==> src/rtl/bram_frame_ctrl_pkg.sv <==
// Package: bram_frame_pkg
// Shared types and constants for the stream-to-BRAM frame buffer controller.
//   frame_state_e : controller state (FILL while writing a frame, DRAIN while reading it)
//   LAST_IDX      : index of the final word for the default 1600-word frame
//   last_idx()    : final word index for an arbitrary frame length
package bram_frame_pkg;

    typedef enum logic [0:0] {
        FILL  = 1'b0,
        DRAIN = 1'b1
    } frame_state_e;

    localparam int unsigned DEFAULT_FRAME_LEN = 1600;
    localparam int unsigned LAST_IDX          = DEFAULT_FRAME_LEN - 1;

    function automatic int unsigned last_idx(input int unsigned frame_len);
        return frame_len - 1;
    endfunction

endpackage

==> src/rtl/bram_frame_ctrl_if.sv <==
// Interface: bram_frame_ctrl_if
// One valid/ready word stream with an end-of-frame marker.
//   valid : beat valid (producer)
//   ready : beat accepted when valid & ready (consumer)
//   data  : WIDTH-bit word (producer)
//   last  : end-of-frame marker (producer)
// modport master = producer side, modport slave = consumer side.
interface bram_frame_ctrl_if #(
    parameter int unsigned WIDTH = 32
) ();

    logic             valid;
    logic             ready;
    logic [WIDTH-1:0] data;
    logic             last;

    modport master (
        output valid,
        output data,
        output last,
        input  ready
    );

    modport slave (
        input  valid,
        input  data,
        input  last,
        output ready
    );

endinterface

==> src/rtl/bram_rd_skid.sv <==
// Module: bram_rd_skid
// Two-entry FIFO that absorbs the one-cycle RAM read latency on the drain path.
// The head entry always lives in slot0 so the head data is a plain register.
//   clk, rst_n : clock, synchronous active-low reset (clears occupancy only)
//   push       : write push_data this cycle
//   push_data  : {last, data} entry
//   pop        : remove the head entry this cycle (only when head_valid)
//   head_valid : FIFO non-empty
//   head_data  : head entry
//   count      : number of stored entries (0..2)
module bram_rd_skid #(
    parameter int unsigned WIDTH = 33
) (
    input  logic             clk,
    input  logic             rst_n,
    input  logic             push,
    input  logic [WIDTH-1:0] push_data,
    input  logic             pop,
    output logic             head_valid,
    output logic [WIDTH-1:0] head_data,
    output logic [1:0]       count
);

    logic [WIDTH-1:0] slot0_q, slot0_d;
    logic [WIDTH-1:0] slot1_q, slot1_d;
    logic [1:0]       count_q, count_d;

    always_comb begin
        slot0_d = slot0_q;
        slot1_d = slot1_q;
        count_d = count_q;
        case ({push, pop})
            2'b10: begin
                if (count_q == 2'd0) begin
                    slot0_d = push_data;
                end else begin
                    slot1_d = push_data;
                end
                count_d = count_q + 2'd1;
            end
            2'b01: begin
                slot0_d = slot1_q;
                count_d = count_q - 2'd1;
            end
            2'b11: begin
                // Occupancy unchanged; the new entry goes behind whatever remains.
                if (count_q == 2'd2) begin
                    slot0_d = slot1_q;
                    slot1_d = push_data;
                end else begin
                    slot0_d = push_data;
                end
            end
            default: ;
        endcase
    end

    always_ff @(posedge clk) begin
        if (!rst_n) begin
            count_q <= 2'd0;
        end else begin
            count_q <= count_d;
        end
    end

    always_ff @(posedge clk) begin
        slot0_q <= slot0_d;
        slot1_q <= slot1_d;
    end

    assign head_valid = (count_q != 2'd0);
    assign head_data  = slot0_q;
    assign count      = count_q;

endmodule

==> src/rtl/bram_frame_ctrl.sv <==
// Module: bram_frame_ctrl
// Stream-to-BRAM frame buffer controller. Fills a single-port RAM (1-cycle registered
// read, read-first) with one FRAME_LEN-word frame from the input stream, then drains
// it in address order to the output stream without losing data under back-pressure.
//   clk, rst_n : clock, synchronous active-low reset
//   s          : input stream (slave); s.last is only checked, never used for length
//   m          : output stream (master); m.last marks word FRAME_LEN-1
//   ram_we, ram_addr, ram_din, ram_dout : RAM port (dout valid 1 cycle after address)
//   frame_done : 1-cycle pulse after the final output beat is consumed
//   len_err    : sticky s.last misplacement flag, cleared only by reset
module bram_frame_ctrl
    import bram_frame_pkg::*;
#(
    parameter int unsigned WIDTH      = 32,
    parameter int unsigned DEPTH      = 1600,
    parameter int unsigned ADDR_WIDTH = 11,
    parameter int unsigned FRAME_LEN  = 1600
) (
    input  logic                  clk,
    input  logic                  rst_n,
    bram_frame_ctrl_if.slave      s,
    bram_frame_ctrl_if.master     m,
    output logic                  ram_we,
    output logic [ADDR_WIDTH-1:0] ram_addr,
    output logic [WIDTH-1:0]      ram_din,
    input  logic [WIDTH-1:0]      ram_dout,
    output logic                  frame_done,
    output logic                  len_err
);

    if (FRAME_LEN < 2 || FRAME_LEN > DEPTH) begin : g_bad_frame_len
        $error("bram_frame_ctrl: FRAME_LEN must satisfy 2 <= FRAME_LEN <= DEPTH");
    end
    if (64'(last_idx(FRAME_LEN)) >= (64'(1) << ADDR_WIDTH)) begin : g_bad_addr_width
        $error("bram_frame_ctrl: FRAME_LEN-1 does not fit in ADDR_WIDTH bits");
    end

    localparam logic [ADDR_WIDTH-1:0] LastAddr = ADDR_WIDTH'(last_idx(FRAME_LEN));

    frame_state_e          state_q, state_d;
    logic [ADDR_WIDTH-1:0] wr_cnt_q, wr_cnt_d;
    logic [ADDR_WIDTH-1:0] rd_cnt_q, rd_cnt_d;
    logic                  rd_done_q, rd_done_d;
    logic                  rd_pend_q, rd_pend_d;
    logic                  len_err_q, len_err_d;
    logic                  frame_done_q, frame_done_d;

    logic                  head_valid;
    logic [WIDTH:0]        head_data;
    logic [1:0]            skid_count;
    logic                  s_beat;
    logic                  pop;
    logic                  final_pop;
    logic                  issue;
    logic [2:0]            occ;

    assign s_beat    = (state_q == FILL) && s.valid;
    assign pop       = head_valid && m.ready;
    assign final_pop = pop && head_data[WIDTH];

    // Entries held or in flight once this cycle's pop has left; a new read may only
    // issue if it still has a skid slot waiting for it.
    assign occ   = {1'b0, skid_count} + {2'b00, rd_pend_q} - {2'b00, pop};
    assign issue = (state_q == DRAIN) && !rd_done_q && (occ < 3'd2);

    // rd_done_q rises on the cycle the final read's data is pushed, so it doubles as
    // that entry's last flag; no earlier push can see it set.
    bram_rd_skid #(
        .WIDTH (WIDTH + 1)
    ) u_skid (
        .clk        (clk),
        .rst_n      (rst_n),
        .push       (rd_pend_q),
        .push_data  ({rd_done_q, ram_dout}),
        .pop        (pop),
        .head_valid (head_valid),
        .head_data  (head_data),
        .count      (skid_count)
    );

    always_comb begin
        state_d      = state_q;
        wr_cnt_d     = wr_cnt_q;
        rd_cnt_d     = rd_cnt_q;
        rd_done_d    = rd_done_q;
        rd_pend_d    = 1'b0;
        len_err_d    = len_err_q;
        frame_done_d = 1'b0;
        unique case (state_q)
            FILL: begin
                if (s_beat) begin
                    if (s.last != (wr_cnt_q == LastAddr)) begin
                        len_err_d = 1'b1;
                    end
                    if (wr_cnt_q == LastAddr) begin
                        wr_cnt_d = '0;
                        state_d  = DRAIN;
                    end else begin
                        wr_cnt_d = wr_cnt_q + 1'b1;
                    end
                end
            end
            DRAIN: begin
                rd_pend_d = issue;
                if (issue) begin
                    // Hold the counter on the last index so the address stays in range.
                    if (rd_cnt_q == LastAddr) begin
                        rd_done_d = 1'b1;
                    end else begin
                        rd_cnt_d = rd_cnt_q + 1'b1;
                    end
                end
                if (final_pop) begin
                    state_d      = FILL;
                    rd_cnt_d     = '0;
                    rd_done_d    = 1'b0;
                    frame_done_d = 1'b1;
                end
            end
            default: state_d = FILL;
        endcase
    end

    always_ff @(posedge clk) begin
        if (!rst_n) begin
            state_q      <= FILL;
            wr_cnt_q     <= '0;
            rd_cnt_q     <= '0;
            rd_done_q    <= 1'b0;
            rd_pend_q    <= 1'b0;
            len_err_q    <= 1'b0;
            frame_done_q <= 1'b0;
        end else begin
            state_q      <= state_d;
            wr_cnt_q     <= wr_cnt_d;
            rd_cnt_q     <= rd_cnt_d;
            rd_done_q    <= rd_done_d;
            rd_pend_q    <= rd_pend_d;
            len_err_q    <= len_err_d;
            frame_done_q <= frame_done_d;
        end
    end

    assign s.ready    = (state_q == FILL);
    assign ram_we     = rst_n && s_beat;
    assign ram_addr   = (state_q == FILL) ? wr_cnt_q : rd_cnt_q;
    assign ram_din    = s.data;

    assign m.valid    = head_valid;
    assign m.data     = head_data[WIDTH-1:0];
    assign m.last     = head_valid && head_data[WIDTH];

    assign frame_done = frame_done_q;
    assign len_err    = len_err_q;

endmodule

==> src/flat_wrapper.sv <==
// flat-port wrapper written by rule: the top's interface ports become plain ports
module bram_frame_ctrl_flat import bram_frame_pkg::*;
#(
    parameter int unsigned WIDTH      = 32,
    parameter int unsigned DEPTH      = 1600,
    parameter int unsigned ADDR_WIDTH = 11,
    parameter int unsigned FRAME_LEN  = 1600
)
  (clk, rst_n, ram_we, ram_addr, ram_din, ram_dout, frame_done, len_err, s_valid, s_data, s_last, s_ready, m_valid, m_data, m_last, m_ready);
  bram_frame_ctrl_if #(.WIDTH(WIDTH)) s_i ();
  bram_frame_ctrl_if #(.WIDTH(WIDTH)) m_i ();
  input  logic clk;
  input  logic rst_n;
  output logic ram_we;
  output logic [ADDR_WIDTH-1:0] ram_addr;
  output logic [WIDTH-1:0] ram_din;
  input  logic [WIDTH-1:0] ram_dout;
  output logic frame_done;
  output logic len_err;
  input wire logic [$bits(s_i.valid)-1:0] s_valid;
  input wire logic [$bits(s_i.data)-1:0] s_data;
  input wire logic [$bits(s_i.last)-1:0] s_last;
  output wire logic [$bits(s_i.ready)-1:0] s_ready;
  output wire logic [$bits(m_i.valid)-1:0] m_valid;
  output wire logic [$bits(m_i.data)-1:0] m_data;
  output wire logic [$bits(m_i.last)-1:0] m_last;
  input wire logic [$bits(m_i.ready)-1:0] m_ready;
  assign s_i.valid = s_valid;
  assign s_i.data = s_data;
  assign s_i.last = s_last;
  assign s_ready = s_i.ready;
  assign m_valid = m_i.valid;
  assign m_data = m_i.data;
  assign m_last = m_i.last;
  assign m_i.ready = m_ready;
  bram_frame_ctrl #(.WIDTH(WIDTH), .DEPTH(DEPTH), .ADDR_WIDTH(ADDR_WIDTH), .FRAME_LEN(FRAME_LEN)) u_core (.clk(clk), .rst_n(rst_n), .s(s_i), .m(m_i), .ram_we(ram_we), .ram_addr(ram_addr), .ram_din(ram_din), .ram_dout(ram_dout), .frame_done(frame_done), .len_err(len_err));
endmodule
==> config.mk <==
export PLATFORM = sky130hd
export DESIGN_NAME = bram_frame_ctrl_flat
export DESIGN_NICKNAME = d
export VERILOG_FILES = /design/src/rtl/bram_frame_ctrl_pkg.sv /design/src/rtl/bram_frame_ctrl_if.sv /design/src/rtl/bram_rd_skid.sv /design/src/rtl/bram_frame_ctrl.sv /design/src/flat_wrapper.sv
export SDC_FILE = /design/constraint.sdc
export NUM_CORES = 1
export LEC_CHECK = 0
export CAP_MARGIN = 20
export CORE_AREA = 2 2 98 100
export CTS_BUF_LIST = sky130_fd_sc_hd__clkbuf_16
export CTS_CLUSTER_DIAMETER = 30
export DETAILED_ROUTE_END_ITERATION = 8
export DIE_AREA = 0 0 100 102
export PLACE_DENSITY = 0.85
export SLEW_MARGIN = 5
export SYNTH_ARGS = -nofsm -noshare
export SYNTH_HDL_FRONTEND = slang
export SYNTH_HIERARCHICAL = 1
export SYNTH_SLANG_ARGS = --single-unit
==> constraint.sdc <==
create_clock -name clk -period 6.95 [get_ports clk]
set_input_delay 1.39 -clock clk [delete_from_list [all_inputs] [get_ports clk]]
set_output_delay 1.39 -clock clk [all_outputs]
set_load 0.05 [all_outputs]
==> out/qor.csv, run 1 <==
stage,metric,value,unit
sta,Peak Freq,192.3,MHz
clock_network,CTS buffer count,9,
pwr,Sequential Power Share,54.1,%
placed_design,IO buf count,85,
finish,Layout Nets,475,
global_routing,global-route wire length before repair,14.57,mm
yosys,Yosys reg bits,95,
pwr,Gate power share,4.7,%
yosys,commonest cells in the netlist,"edfxtp_1, buf_4, a22o_1",
finish,share of layout cells above drive strength 1,10.40,%
floorplanning,initial core utilization,48.21,%
yosys,"area leader, netlist",edfxtp_1,
setup_path,"Req. time, crit path",5.56,ns
detailed_routing,DRC,0,
finish,Util after Layout,58.57,%
detailed_routing,post-DR vias/cell,5.769,
finish,Fillers,725,
clock_network,Clock transition at path regs,0.06,ns
yosys,post-synthesis sequential area ratio,58.35,%
yosys,Netlist cell types,53,
floorplanning,row count,35,
setup_path,Critical Path End Type,primary output,
clock_network,Hold Buf Count CTS,0,
pwr,peak supply drop,0.1024,mV
setup_path,WS Path Type,primary input to primary output,
setup_path,type of origin of the critical path,primary input,
floorplanning,Core Area,0.009109,mm^2
sta,Setup Skew,0.007785,ns
finish,register area,0.002562,mm^2
global_routing,remaining global-route overflow,0,
clock_network,"Clk Latency, worst-skew pair",0.34,ns
status,status,"finished, final reports clean",
sta,Final min period,5.201,ns
detailed_routing,routed wire length,9.288,mm
clock_network,clk root buf,clkbuf_16,
global_routing,vias in the first global route,2911,
finish,# diodes,0,
placed_design,pre-CTS WS,1.785,ns
floorplanning,DIE WIDTH,100,um
sta,setup violators final,0,
floorplanning,chip height,102,um
sta,Fin Setup TNS,0,ns
yosys,syn_area_per_cell,12.66,um^2
yosys,post-synthesis cell area,0.004392,mm^2
sta,Slew @ Worst Pin,1.059,ns
flow_run,max_cap viols,0,
clock_network,CTS max path bufs,2,
floorplanning,# IOs,150,
yosys,Cells after Synth,347,
finish,area grow syn2layout,21.48,%
detailed_routing,DR pass1 iterations,5,
pwr,Clock power frac,41.1,%
sta,Hold Fails Final Rpt,0,
pwr,leakage power,1.838,nW
sta,Final Slew Violations,0,
floorplanning,area of the die,0.01020,mm^2
worst_hold_path,worst hold path class,register to register,
clock_network,# clock sinks,95,
pwr,Sw Share,21.19,%
yosys,predominant post-synthesis flop cell,edfxtp_1,
detailed_routing,Post-DRT Antenna Nets,0,
clock_network,CTS tree,done,
yosys,Syn Nets,423,
clock_network,post-CTS setup buffers,0,
setup_path,Crit Path Max Fanout,19,
sta,worst setup margin,1.749,ns
detailed_routing,routed len/inst,18.03,um
global_routing,initial antenna violation count,0,
yosys,ranking of synthesized cells by area,"edfxtp_1, dfxtp_1, a22o_1, buf_4, mux2_2",
yosys,"EDFF count, synth",66,
yosys,yosys warns,6,
placed_design,dpl hpwl,6.464,mm
pwr,Pwr Density,209.9,mW/mm^2
pwr,Int Power,0.8824,mW
sta,RSZ-0062 raised after global routing,false,
clock_network,H-tree levels,3,
yosys,Yosys top cell area share,45.13,%
setup_path,crit path DAT,3.81,ns
clock_network,post-CTS sizing,0,
yosys,"FFs w/ async S/R, synth",0,%
global_routing,Tot GR Track Use,18.21,%
detailed_routing,Vias,2971,
sta,final worst path period share,74.84,%
global_routing,largest net degree at the start of global routing,34,
yosys,top-count cell post-synth,edfxtp_1,
sta,Slew headroom,29.21,%
detailed_routing,initial DRC count,185,
placed_design,gpl congestion,0.9264,
finish,area of the multi-input gates,0.001458,mm^2
pwr,Net Sw Power,0.2373,mW
cell families (layout without fill, tap and decap cells):
| family | count (synthesis) | after routing | share of synthesized area (%) |
|---|---|---|---|
| compound gates | 70 | 70 | 12.74 |
| buf+inv | 55 | 112 | 8.718 |
| flops | 95 | 95 | 58.35 |
| simple gates | 94 | 94 | 11.97 |
| mux | 12 | 12 | 3.276 |
| xor+xnor | 14 | 14 | 2.792 |
| fa+ha+maj | 7 | 7 | 2.165 |
state kept, by name, summed over array words and instances, names as in the netlist:
name,flops
u_core/u_skid/head_data,33
u_core/u_skid/slot1_q,33
u_core/rd_cnt_q,11
u_core/wr_cnt_q,11
u_core/u_skid/count,2
u_core/frame_done,1
u_core/len_err,1
u_core/rd_done_q,1
u_core/rd_pend_q,1
u_core/state_q,1
area by class of cell:
class,instances,share of cell area (%)
Clock buffer,9,4.221
Tap cell,111,2.603
Timing Repair Buffer,86,16.09
Inverter,10,0.7036
Clock inverter,7,1.032
Multi-Input combinational cell,197,27.32
Sequential cell,95,48.03
worst max-delay path, stage by stage:
cell	delay, ns
clkdlybuf4s50_1	0.71
clkinv_1	0.58
nor2_1	0.29
clkdlybuf4s50_1	0.83
power by group through the flow:
stage	registers, mW	logic [mW]	clock network [mW]
3_5_place_dp	0.619	0.0525	0
6_report	0.606	0.0529	0.461
4_1_cts	0.606	0.0531	0.471
2_1_floorplan	0.620	0.0694	0
3_3_place_gp	0.619	0.0512	0
5_1_grt	0.606	0.0564	0.496
per-layer routing:
layer  track usage [%]  share of wire, %  up-vias  wire length (um)
met4             6.955               2.2        0               208
met5                 0                 0        -                 0
met2             29.73                46      151              4295
met1             23.42                43     1398              4032
li1                  -                 -     1390                 -
met3             4.925               8.1       32               752
metrics by stage:
| stage | std cells | cell area, um^2 | hold slack (ns) | power [mW] |
|---|---|---|---|---|
| final | 515 | 5335 | 0.5023 | 1.120 |
| after detailed placement | 499 | 5055 | 0.4852 | 0.6712 |
| after global placement | 499 | 5055 | 0.4785 | 0.6699 |
| after CTS | 515 | 5335 | 0.5009 | 1.130 |
| after global routing | 515 | 5335 | 0.5094 | 1.158 |
| after floorplan | 347 | 4392 | 0.4445 | 0.6896 |
final timing paths:
kind | from | to | slack, ns | cells after the start
setup / recovery | rst_n | ram_we | 1.75 | 4
hold / removal | u_core/len_err$_SDFFE_PN0P_ | u_core/len_err$_SDFFE_PN0P_ | 0.50 | 1
setup reg to reg | u_core/u_skid/count[1]$_SDFFE_PN0P_ | u_core/rd_cnt_q[6]$_SDFFE_PN0P_ | 3.95 | 9
hold reg to reg | u_core/len_err$_SDFFE_PN0P_ | u_core/len_err$_SDFFE_PN0P_ | 0.50 | 1
placed cells by master (no fill, tap or decap), types with 6 or more instances in the layout:
cell / instances
a21oi_1: 7
a22o_1: 30
clkbuf_16: 9
clkdlybuf4s50_1: 85
dfxtp_1: 29
edfxtp_1: 66
ha_1: 6
inv_1: 10
mux2_2: 9
nand2_1: 19
nand3_1: 11
nand4_1: 7
nor2_1: 18
nor3_1: 6
nor4_1: 6
o211ai_1: 8
xnor2_1: 7
xor2_1: 7
Note: power is estimated with default switching activity, not from simulation.
==> run 2: changes to the inputs <==
--- a/config.mk
+++ b/config.mk
@@ -6,12 +6,12 @@
 export NUM_CORES = 1
 export LEC_CHECK = 0
 export CAP_MARGIN = 20
-export CORE_AREA = 2 2 98 100
+export CORE_AREA = 2 2 101 103
 export CTS_BUF_LIST = sky130_fd_sc_hd__clkbuf_16
 export CTS_CLUSTER_DIAMETER = 30
 export DETAILED_ROUTE_END_ITERATION = 8
-export DIE_AREA = 0 0 100 102
-export PLACE_DENSITY = 0.85
+export DIE_AREA = 0 0 103 105
+export PLACE_DENSITY = 0.81
 export SLEW_MARGIN = 5
 export SYNTH_ARGS = -nofsm -noshare
 export SYNTH_HDL_FRONTEND = slang
==> constraint.sdc (replaced) <==
create_clock -name clk -period 5.21 [get_ports clk]
set_input_delay 1.042 -clock clk [delete_from_list [all_inputs] [get_ports clk]]
set_output_delay 1.042 -clock clk [all_outputs]
set_load 0.05 [all_outputs]
==> run 2 against run 1 <==
  * Register-to-register slack worse by 1.9 ns
  * Global-route usage shrank 1.8 points
  * Power up 33%
  * Critical path type unchanged
  * Critical endpoint unchanged
==> out/qor.csv, run 2 (synthesis results as in run 1) <==
stage,metric,value,unit,change
floorplanning,initial core utilization,45.56,%,-2.7 points
floorplanning,chip height,105,um,+2.9%
detailed_routing,DRC,0,,unchanged
clock_network,post-CTS setup buffers,0,,unchanged
placed_design,Post-DP Area,0.005090,mm^2,+0.69%
setup_path,Worst setup endpoint,ram_we,,
global_routing,initial antenna violation count,0,,unchanged
floorplanning,# IOs,150,,unchanged
setup_path,r2r startpoint,u_core/u_skid/count[0]$_SDFFE_PN0P_,,
placed_design,pre-CTS WS,1.279,ns,-0.5065 ns
clock_network,"Clk Latency, worst-skew pair",0.33,ns,about the same
setup_path,flop2flop setup slack,2.09,ns,-1.86 ns
finish,area grow syn2layout,22.31,%,
sta,worst setup margin,1.292,ns,-0.4569 ns
floorplanning,Core Area,0.009639,mm^2,+5.8%
placed_design,gpl congestion,0.8525,,-8.0%
finish,share of layout cells above drive strength 1,10.62,%,+0.22 points
finish,# diodes,0,,unchanged
pwr,peak supply drop,0.1822,mV,+78%
sta,RSZ-0062 raised after global routing,false,,
global_routing,vias in the first global route,2847,,-2.2%
sta,final worst path period share,75.21,%,
detailed_routing,routed len/inst,16.84,um,-6.6%
setup_path,WS Path Type,primary input to primary output,,
finish,most frequent cells in the layout,"clkdlybuf4s50_1, edfxtp_1, a22o_1",,
setup_path,Setup crit start,rst_n,,
detailed_routing,Vias,2977,,+0.20%
floorplanning,area of the die,0.01082,mm^2,+6.0%
clock_network,CTS tree,done,,
sta,Slew @ Worst Pin,1.031,ns,-0.02799 ns
clock_network,Hold Buf Count CTS,0,,unchanged
sta,Final Slew Violations,0,,unchanged
clock_network,# clock sinks,95,,unchanged
placed_design,IO buf count,85,,unchanged
detailed_routing,Post-DRT Antenna Nets,0,,unchanged
setup_path,type of origin of the critical path,primary input,,
worst_hold_path,worst hold path class,register to register,,
global_routing,global-route wire length before repair,14.10,mm,-3.2%
clock_network,Clock transition at path regs,0.06,ns,about the same
setup_path,r2r endpoint,u_core/rd_cnt_q[6]$_SDFFE_PN0P_,,
detailed_routing,routed wire length,9.058,mm,-2.5%
clock_network,CTS buffer count,9,,unchanged
sta,Hold Fails Final Rpt,0,,unchanged
flow_run,max_cap viols,0,,unchanged
global_routing,remaining global-route overflow,0,,unchanged
floorplanning,DIE WIDTH,103,um,+3.0%
finish,Fillers,802,,+11%
finish,"final std cell area, no fill",0.005371,mm^2,+0.68%
pwr,leakage power,1.839,nW,about the same
clock_network,clk root buf,clkbuf_16,,
clock_network,CTS max path bufs,2,,unchanged
setup_path,Crit Path Max Fanout,10,,-9
pwr,Pwr Density,276.8,mW/mm^2,+32%
floorplanning,row count,36,,+2.9%
sta,setup violators final,0,,unchanged
sta,Setup Skew,0.007950,ns,+0.0001655 ns
global_routing,Tot GR Track Use,16.39,%,-1.8 points
detailed_routing,DR pass1 iterations,5,,unchanged
setup_path,crit path DAT,2.88,ns,-0.93 ns
sta,Final min period,3.918,ns,
detailed_routing,post-DR vias/cell,5.533,,-4.1%
setup_path,"Req. time, crit path",4.17,ns,-1.39 ns
clock_network,H-tree levels,3,,unchanged
status,status,"finished, final reports clean",,
clock_network,post-CTS sizing,0,,unchanged
setup_path,R2R depth,9,,unchanged
finish,"commonest non-fill, non-tap cell in the layout",clkdlybuf4s50_1,,
setup_path,Critical Path End Type,primary output,,
placed_design,dpl hpwl,6.236,mm,-3.5%
sta,Fin Setup TNS,0,ns,unchanged
finish,Layout Nets,476,,+0.21%
global_routing,largest net degree at the start of global routing,34,,unchanged
sta,Peak Freq,255.2,MHz,
sta,Slew headroom,31.08,%,+1.9 points
detailed_routing,initial DRC count,263,,+42%
[run 2: worst min path at each step]
stage                                  startpoint                                   to  slack [ns]  cells past startpoint
finish                u_core/len_err$_SDFFE_PN0P_          u_core/len_err$_SDFFE_PN0P_        0.49                      1
global route          u_core/len_err$_SDFFE_PN0P_          u_core/len_err$_SDFFE_PN0P_        0.52                      1
CTS                   u_core/len_err$_SDFFE_PN0P_          u_core/len_err$_SDFFE_PN0P_        0.50                      1
detailed placement    u_core/len_err$_SDFFE_PN0P_          u_core/len_err$_SDFFE_PN0P_        0.47                      1
global placement      u_core/len_err$_SDFFE_PN0P_          u_core/len_err$_SDFFE_PN0P_        0.48                      1
floorplan           u_core/rd_done_q$_SDFFE_PN0P_  u_core/u_skid/slot1_q[32]$_DFFE_PP_        0.44                      0
[run 2: power breakdown]
part           switching, mW  total [mW]  leakage (nW)  internal (mW)
combinational         0.0291      0.0708         0.874         0.0417
sequential           0.00214       0.809         0.829          0.807
clock                  0.279       0.607         0.135          0.328
[run 2: worst max-delay path, cell delays in order]
cell and delay, ns:
clkdlybuf4s50_1 0.69, clkinv_1 0.15, nor2_1 0.17, clkdlybuf4s50_1 0.83
[run 2: area by class of cell]
class / instances / area (um^2) / share of cell area, %
Sequential cell: 95 / 2562 / 47.71
Multi-Input combinational cell: 197 / 1458 / 27.14
Timing Repair Buffer: 87 / 865.8 / 16.12
Clock buffer: 9 / 225.2 / 4.193
Tap cell: 133 / 166.4 / 3.098
Clock inverter: 7 / 56.30 / 1.048
Inverter: 10 / 37.54 / 0.6988
[run 2: stage by stage]
step | total power, mW | util, % | hold slack, ns | instances
CTS | 1.497 | 55.72 | 0.4965 | 538
detailed placement | 0.8959 | 52.80 | 0.4697 | 522
global placement | 0.8941 | 52.80 | 0.4760 | 522
global route | 1.535 | 55.72 | 0.5187 | 538
finish | 1.487 | 55.72 | 0.4949 | 538
floorplan | 0.9199 | - | 0.4445 | 347
[run 2: metal layers]
layer / global-route usage [%] / share of wire [%] / vias to the layer above / wire (um)
li1: - / - / 1381 / -
met1: 22.34 / 43 / 1391 / 3884
met2: 25.42 / 46 / 171 / 4196
met3: 4.147 / 9.0 / 34 / 814
met4: 5.451 / 1.8 / 0 / 162
met5: 0 / 0 / - / 0
==> edit 1: new RTL, config.mk and constraints of run 2 <==
Make the reset (`rst_n`) asynchronous in 2 clocked blocks. Comments in the files are not updated.
--- a/src/rtl/bram_rd_skid.sv
+++ b/src/rtl/bram_rd_skid.sv
@@ -55,7 +55,7 @@
         endcase
     end
 
-    always_ff @(posedge clk) begin
+    always_ff @(posedge clk or negedge rst_n) begin
         if (!rst_n) begin
             count_q <= 2'd0;
         end else begin
--- a/src/rtl/bram_frame_ctrl.sv
+++ b/src/rtl/bram_frame_ctrl.sv
@@ -121,7 +121,7 @@
         endcase
     end
 
-    always_ff @(posedge clk) begin
+    always_ff @(posedge clk or negedge rst_n) begin
         if (!rst_n) begin
             state_q      <= FILL;
             wr_cnt_q     <= '0;
Function: differs if rst_n is asserted again (counterexample within 4 cycles, from zero or initial values and one cycle with rst_n low); with rst_n held inactive, the same outputs for 10 cycles.
==> edit 1 against run 2 <==
Design area up 8.1%. Routed wire length up 19%. Sequential cell count unchanged. Area after synthesis up 10%. Setup slack worse by 0.043 ns. Via count up 16%. Critical endpoint unchanged. Largest cell class unchanged. Highest routed layer unchanged.
Power is not compared: it rests on default switching activity, and its combinational part moved more than twofold at a synthesized area within 25%.
==> edit 1: results (changes against run 2) <==
The xor/xnor cell area share of the yosys netlist is 0.0251 (-0.00286). The multiplexer share of the synthesized area is 0.0276 (-0.00511). The register-to-register path setup slack is 2.01 ns (-0.08 ns).

The share of final layout cell area taken by clock buffers and inverters came out at 0.0515 (-0.000913). The wire length of the first global-routing pass was 17.2 mm (+22%). The via count of the first global-routing pass was 3409 (+20%). The layout cell share with drive strength beyond 1 is 0.111 (+0.00519). The detailed placement HPWL came out at 7.08 mm (+14%). In the post-synthesis netlist, the biggest area contributors are sky130_fd_sc_hd__edfxtp_1 41%, sky130_fd_sc_hd__dfrtp_1 15%, sky130_fd_sc_hd__a32oi_1 10%. The routed length per instance is 18.7 µm (+11%).

The adder and majority cell fraction of the synthesized area is 0.0171 (-0.00460). The endpoint identified for the worst register-to-register timing path is u_core/u_skid/slot1_q[8]. The startpoint of the worst hold path is u_core/len_err. The number of fillers in the final layout is 776 (-3.2%). The number of buffers other than clock buffers in the final layout was 91 (+4.6%).

The flow ran to the end, and the final reports show no timing, DRC or antenna violations. The setup slack at placement came out at 1.25 ns (-0.0256 ns). The delay of the slowest cell on the worst path came to 0.80 ns (-0.03 ns). The number of nets in the final layout is 510 (+7.1%). The actual slew at the worst max-slew pin was 1.04 ns (+0.00795 ns).

The cell depth of the worst flop-to-flop path is 8 (-1). The area used by sequential logic in the layout is 0.00271 mm² (+5.7%). The via count normalized by instance count came out at 6.04 (+9.1%). The placed cell area is 0.00549 mm² (+7.9%).

The compound-gate portion of the synthesized area came out at 0.165 (+0.0372). The overall power of the completed layout is 1.75 mW. The async set or reset register ratio after synthesis is 0.305 (+0.305).

The highest achievable clock rate came to 252 MHz (-1.1%). The proportion of cell area occupied by registers is 0.466 (-0.0108). In this run the worst setup path begins at s_valid. The arrival time of data at the critical path endpoint is 2.92 ns (+0.04 ns). The worst-skew pair later-pin latency came out at 0.35 ns (+0.02 ns). The commonest cells after synthesis are 66 x sky130_fd_sc_hd__edfxtp_1, 56 x sky130_fd_sc_hd__a32oi_1, 38 x sky130_fd_sc_hd__nand2_1, 36 x sky130_fd_sc_hd__buf_4, 29 x sky130_fd_sc_hd__dfrtp_1. The area taken by multi-input logic gates came out at 0.00170 mm² (+16%). The non-clock inverter total of the final layout came to 9 (-1). The post-synthesis net count came out at 465 (+9.9%). The path with the worst hold slack has its endpoint at u_core/len_err. The final setup skew is 0.0108 ns (+0.00282 ns). The pin count of the biggest net entering global routing is 35 (+2.9%).
==> edit 1: cell types whose count changed in the layout (fill, tap and decap cells not counted), sizes merged, moves of 4 or more <==
cell and change:
a32oi +56, dfrtp +29, dfxtp -29, a22o -27
nand2 +19, o31ai +10, o211ai -8, a21o +4
a21oi -4, buf +4, nor4 -4
==> edit 1: per-layer routing <==
metal / part of all wire / vias up / global-route usage
li1: - / 1576 / -
met1: 0.40 / 1666 / 0.258
met2: 0.50 / 196 / 0.330
met3: 0.091 / 22 / 0.0569
met4: 0.012 / 0 / 0.0564
met5: 0 / - / 0
==> edit 1: through the flow <==
stage | utilization | cells | hold slack (ns)
after global placement | 0.570 | 556 | 0.453
after CTS | 0.601 | 572 | 0.498
after floorplan | - | 390 | 0.473
final | 0.602 | 573 | 0.480
after global routing | 0.602 | 573 | 0.514
after detailed placement | 0.570 | 556 | 0.477
==> edit 2: new RTL, flow settings as in run 2 <==
Made on the original files. `WIDTH` is set to 32 in 3 places; all go to 48.
--- a/src/rtl/bram_frame_ctrl_if.sv
+++ b/src/rtl/bram_frame_ctrl_if.sv
@@ -6,7 +6,7 @@
 //   last  : end-of-frame marker (producer)
 // modport master = producer side, modport slave = consumer side.
 interface bram_frame_ctrl_if #(
-    parameter int unsigned WIDTH = 32
+    parameter int unsigned WIDTH = 48
 ) ();
 
     logic             valid;
--- a/src/rtl/bram_frame_ctrl.sv
+++ b/src/rtl/bram_frame_ctrl.sv
@@ -11,7 +11,7 @@
 module bram_frame_ctrl
     import bram_frame_pkg::*;
 #(
-    parameter int unsigned WIDTH      = 32,
+    parameter int unsigned WIDTH      = 48,
     parameter int unsigned DEPTH      = 1600,
     parameter int unsigned ADDR_WIDTH = 11,
     parameter int unsigned FRAME_LEN  = 1600
--- a/src/flat_wrapper.sv
+++ b/src/flat_wrapper.sv
@@ -1,7 +1,7 @@
 // flat-port wrapper written by rule: the top's interface ports become plain ports
 module bram_frame_ctrl_flat import bram_frame_pkg::*;
 #(
-    parameter int unsigned WIDTH      = 32,
+    parameter int unsigned WIDTH      = 48,
     parameter int unsigned DEPTH      = 1600,
     parameter int unsigned ADDR_WIDTH = 11,
     parameter int unsigned FRAME_LEN  = 1600
Ports: changed (resized m_data, ram_din, ram_dout and s_data); port bits go from 150 to 214. The function was not compared with the original's and may differ.
==> edit 2 against run 2 <==
Sequential cell count grew 32. Total power grew 52%. Register-to-register slack lost 0.02 ns. First-iteration DRC count shrank 5.3%. Final cell count grew 18%. Area after synthesis grew 26%. Design area grew 31%. Sequential power grew 35%. Routed wire length grew 35%. Non-clock buffer count grew 34. Setup slack lost 0.42 ns. Count of clock-buffer cells in the layout grew 8. Critical endpoint unchanged. Largest cell class unchanged. Highest routed layer unchanged.
==> edit 2: results (changes against run 2) <==
By area the synthesized netlist is led by sky130_fd_sc_hd__edfxtp_1 53%, sky130_fd_sc_hd__dfxtp_1 10%, sky130_fd_sc_hd__a22o_1 7.9%. The arrival time of data at the critical path endpoint is 3.29 ns (+0.41 ns). The share of synthesized area occupied by flip-flops and latches was 0.634 (+0.0509). The multi-input gate share of the layout cell area is 0.222 (-0.0495). The number of fillers in the final layout was 666 (-17%). Ranked by instance count, the synthesized netlist is headed by 98 x sky130_fd_sc_hd__edfxtp_1, 51 x sky130_fd_sc_hd__buf_4, 50 x sky130_fd_sc_hd__a22o_1, 29 x sky130_fd_sc_hd__dfxtp_1, 21 x sky130_fd_sc_hd__nor2_1. The capture instance of the worst register-to-register path is u_core/rd_cnt_q[4].

The cell depth of the worst flop-to-flop path is 9 (unchanged). The total CTS buffers is 17 (+8). The adder and majority cell fraction of the synthesized area is 0.0171 (-0.00453). The final wirelength is 12.2 mm (+35%). The non-clock buffer contribution to total cell area is 0.171 (+0.00947). The routed length per instance is 19.3 µm (+15%). The worst-path maximum fanout is 16 (+6). The register-to-register path setup slack is 2.07 ns (-0.02 ns). The flow ran to the end, and the final reports show no timing, DRC or antenna violations.

The count of routing violations after the opening detailed-route iteration was 249 (-5.3%). The quantity of I/O buffers inserted on ports came to 117 (+38%). The count of placed standard cells including taps came out at 602 (+15%).

The worst slack on hold paths came out at 0.505 ns (+0.00993 ns). The compound-gate portion of the synthesized area is 0.121 (-0.00593). The number of enable-type register cells in the synthesized netlist came out at 98 (+48%). The synthesized flop and latch total is 127 (+34%). The via count of the first global-routing pass is 3640 (+28%). The pin count of the biggest net entering global routing came out at 40 (+18%). The overall power of the completed layout came out at 2.26 mW (+52%).

The final RePlAce weighted congestion came out at 0.886 (+3.9%). The via total after detailed routing came to 3698 (+24%). The share of final layout cell area taken by clock buffers and inverters came out at 0.0779 (+0.0255). The number of buffers other than clock buffers in the final layout is 121 (+39%).

The setup slack at placement came out at 0.921 ns (-0.358 ns). The placed cell area came out at 0.00649 mm² (+28%). The layout cell share with drive strength beyond 1 came out at 0.108 (+0.00161).

The post-route fraction of the period consumed by the critical path came out at 0.832 (+0.0802). The post-synthesis net count is 521 (+23%). The detailed placement HPWL came out at 8.42 mm (+35%). The leakage component of the power came out at 2.42 nW (+32%). The area used by sequential logic in the layout came to 0.00352 mm² (+37%). The worst supply voltage drop on vdd is 0.000201 V (+10%).

The wire length of the first global-routing pass came out at 18.5 mm (+31%). The multi-input combinational cell count is 211 (+7.1%). The area growth from synthesis to layout came out at 26.7%. The xor/xnor cell area share of the yosys netlist was 0.0221 (-0.00584).
==> edit 2: cell count changes in the layout (fill, tap and decap cells not counted), sizes merged, moves of 3 or more <==
cell	change
and3	-3
a22o	+16
clkbuf	+8
clkinv	+6
edfxtp	+32
o31a	-3
clkdlybuf4s50	+32
o211ai	-8
nor2	+3
==> edit 2: power groups by stage <==
| stage | Sequential [mW] | Combinational (mW) | Clock [mW] |
|---|---|---|---|
| floorplan | 1.12 | 0.132 | 0 |
| global placement | 1.11 | 0.0887 | 0 |
| detailed placement | 1.11 | 0.0913 | 0 |
| CTS | 1.09 | 0.0929 | 1.09 |
| global route | 1.09 | 0.0987 | 1.13 |
| finish | 1.09 | 0.0925 | 1.07 |
==> edit 2: metal layers <==
metal | GRT usage | vias to the layer above | wire (µm)
met1 | 0.267 | 1761 | 4710
met4 | 0.114 | 0 | 337
met5 | 0 | - | 0
met3 | 0.0789 | 46 | 1050
li1 | - | 1686 | -
met2 | 0.366 | 205 | 6150
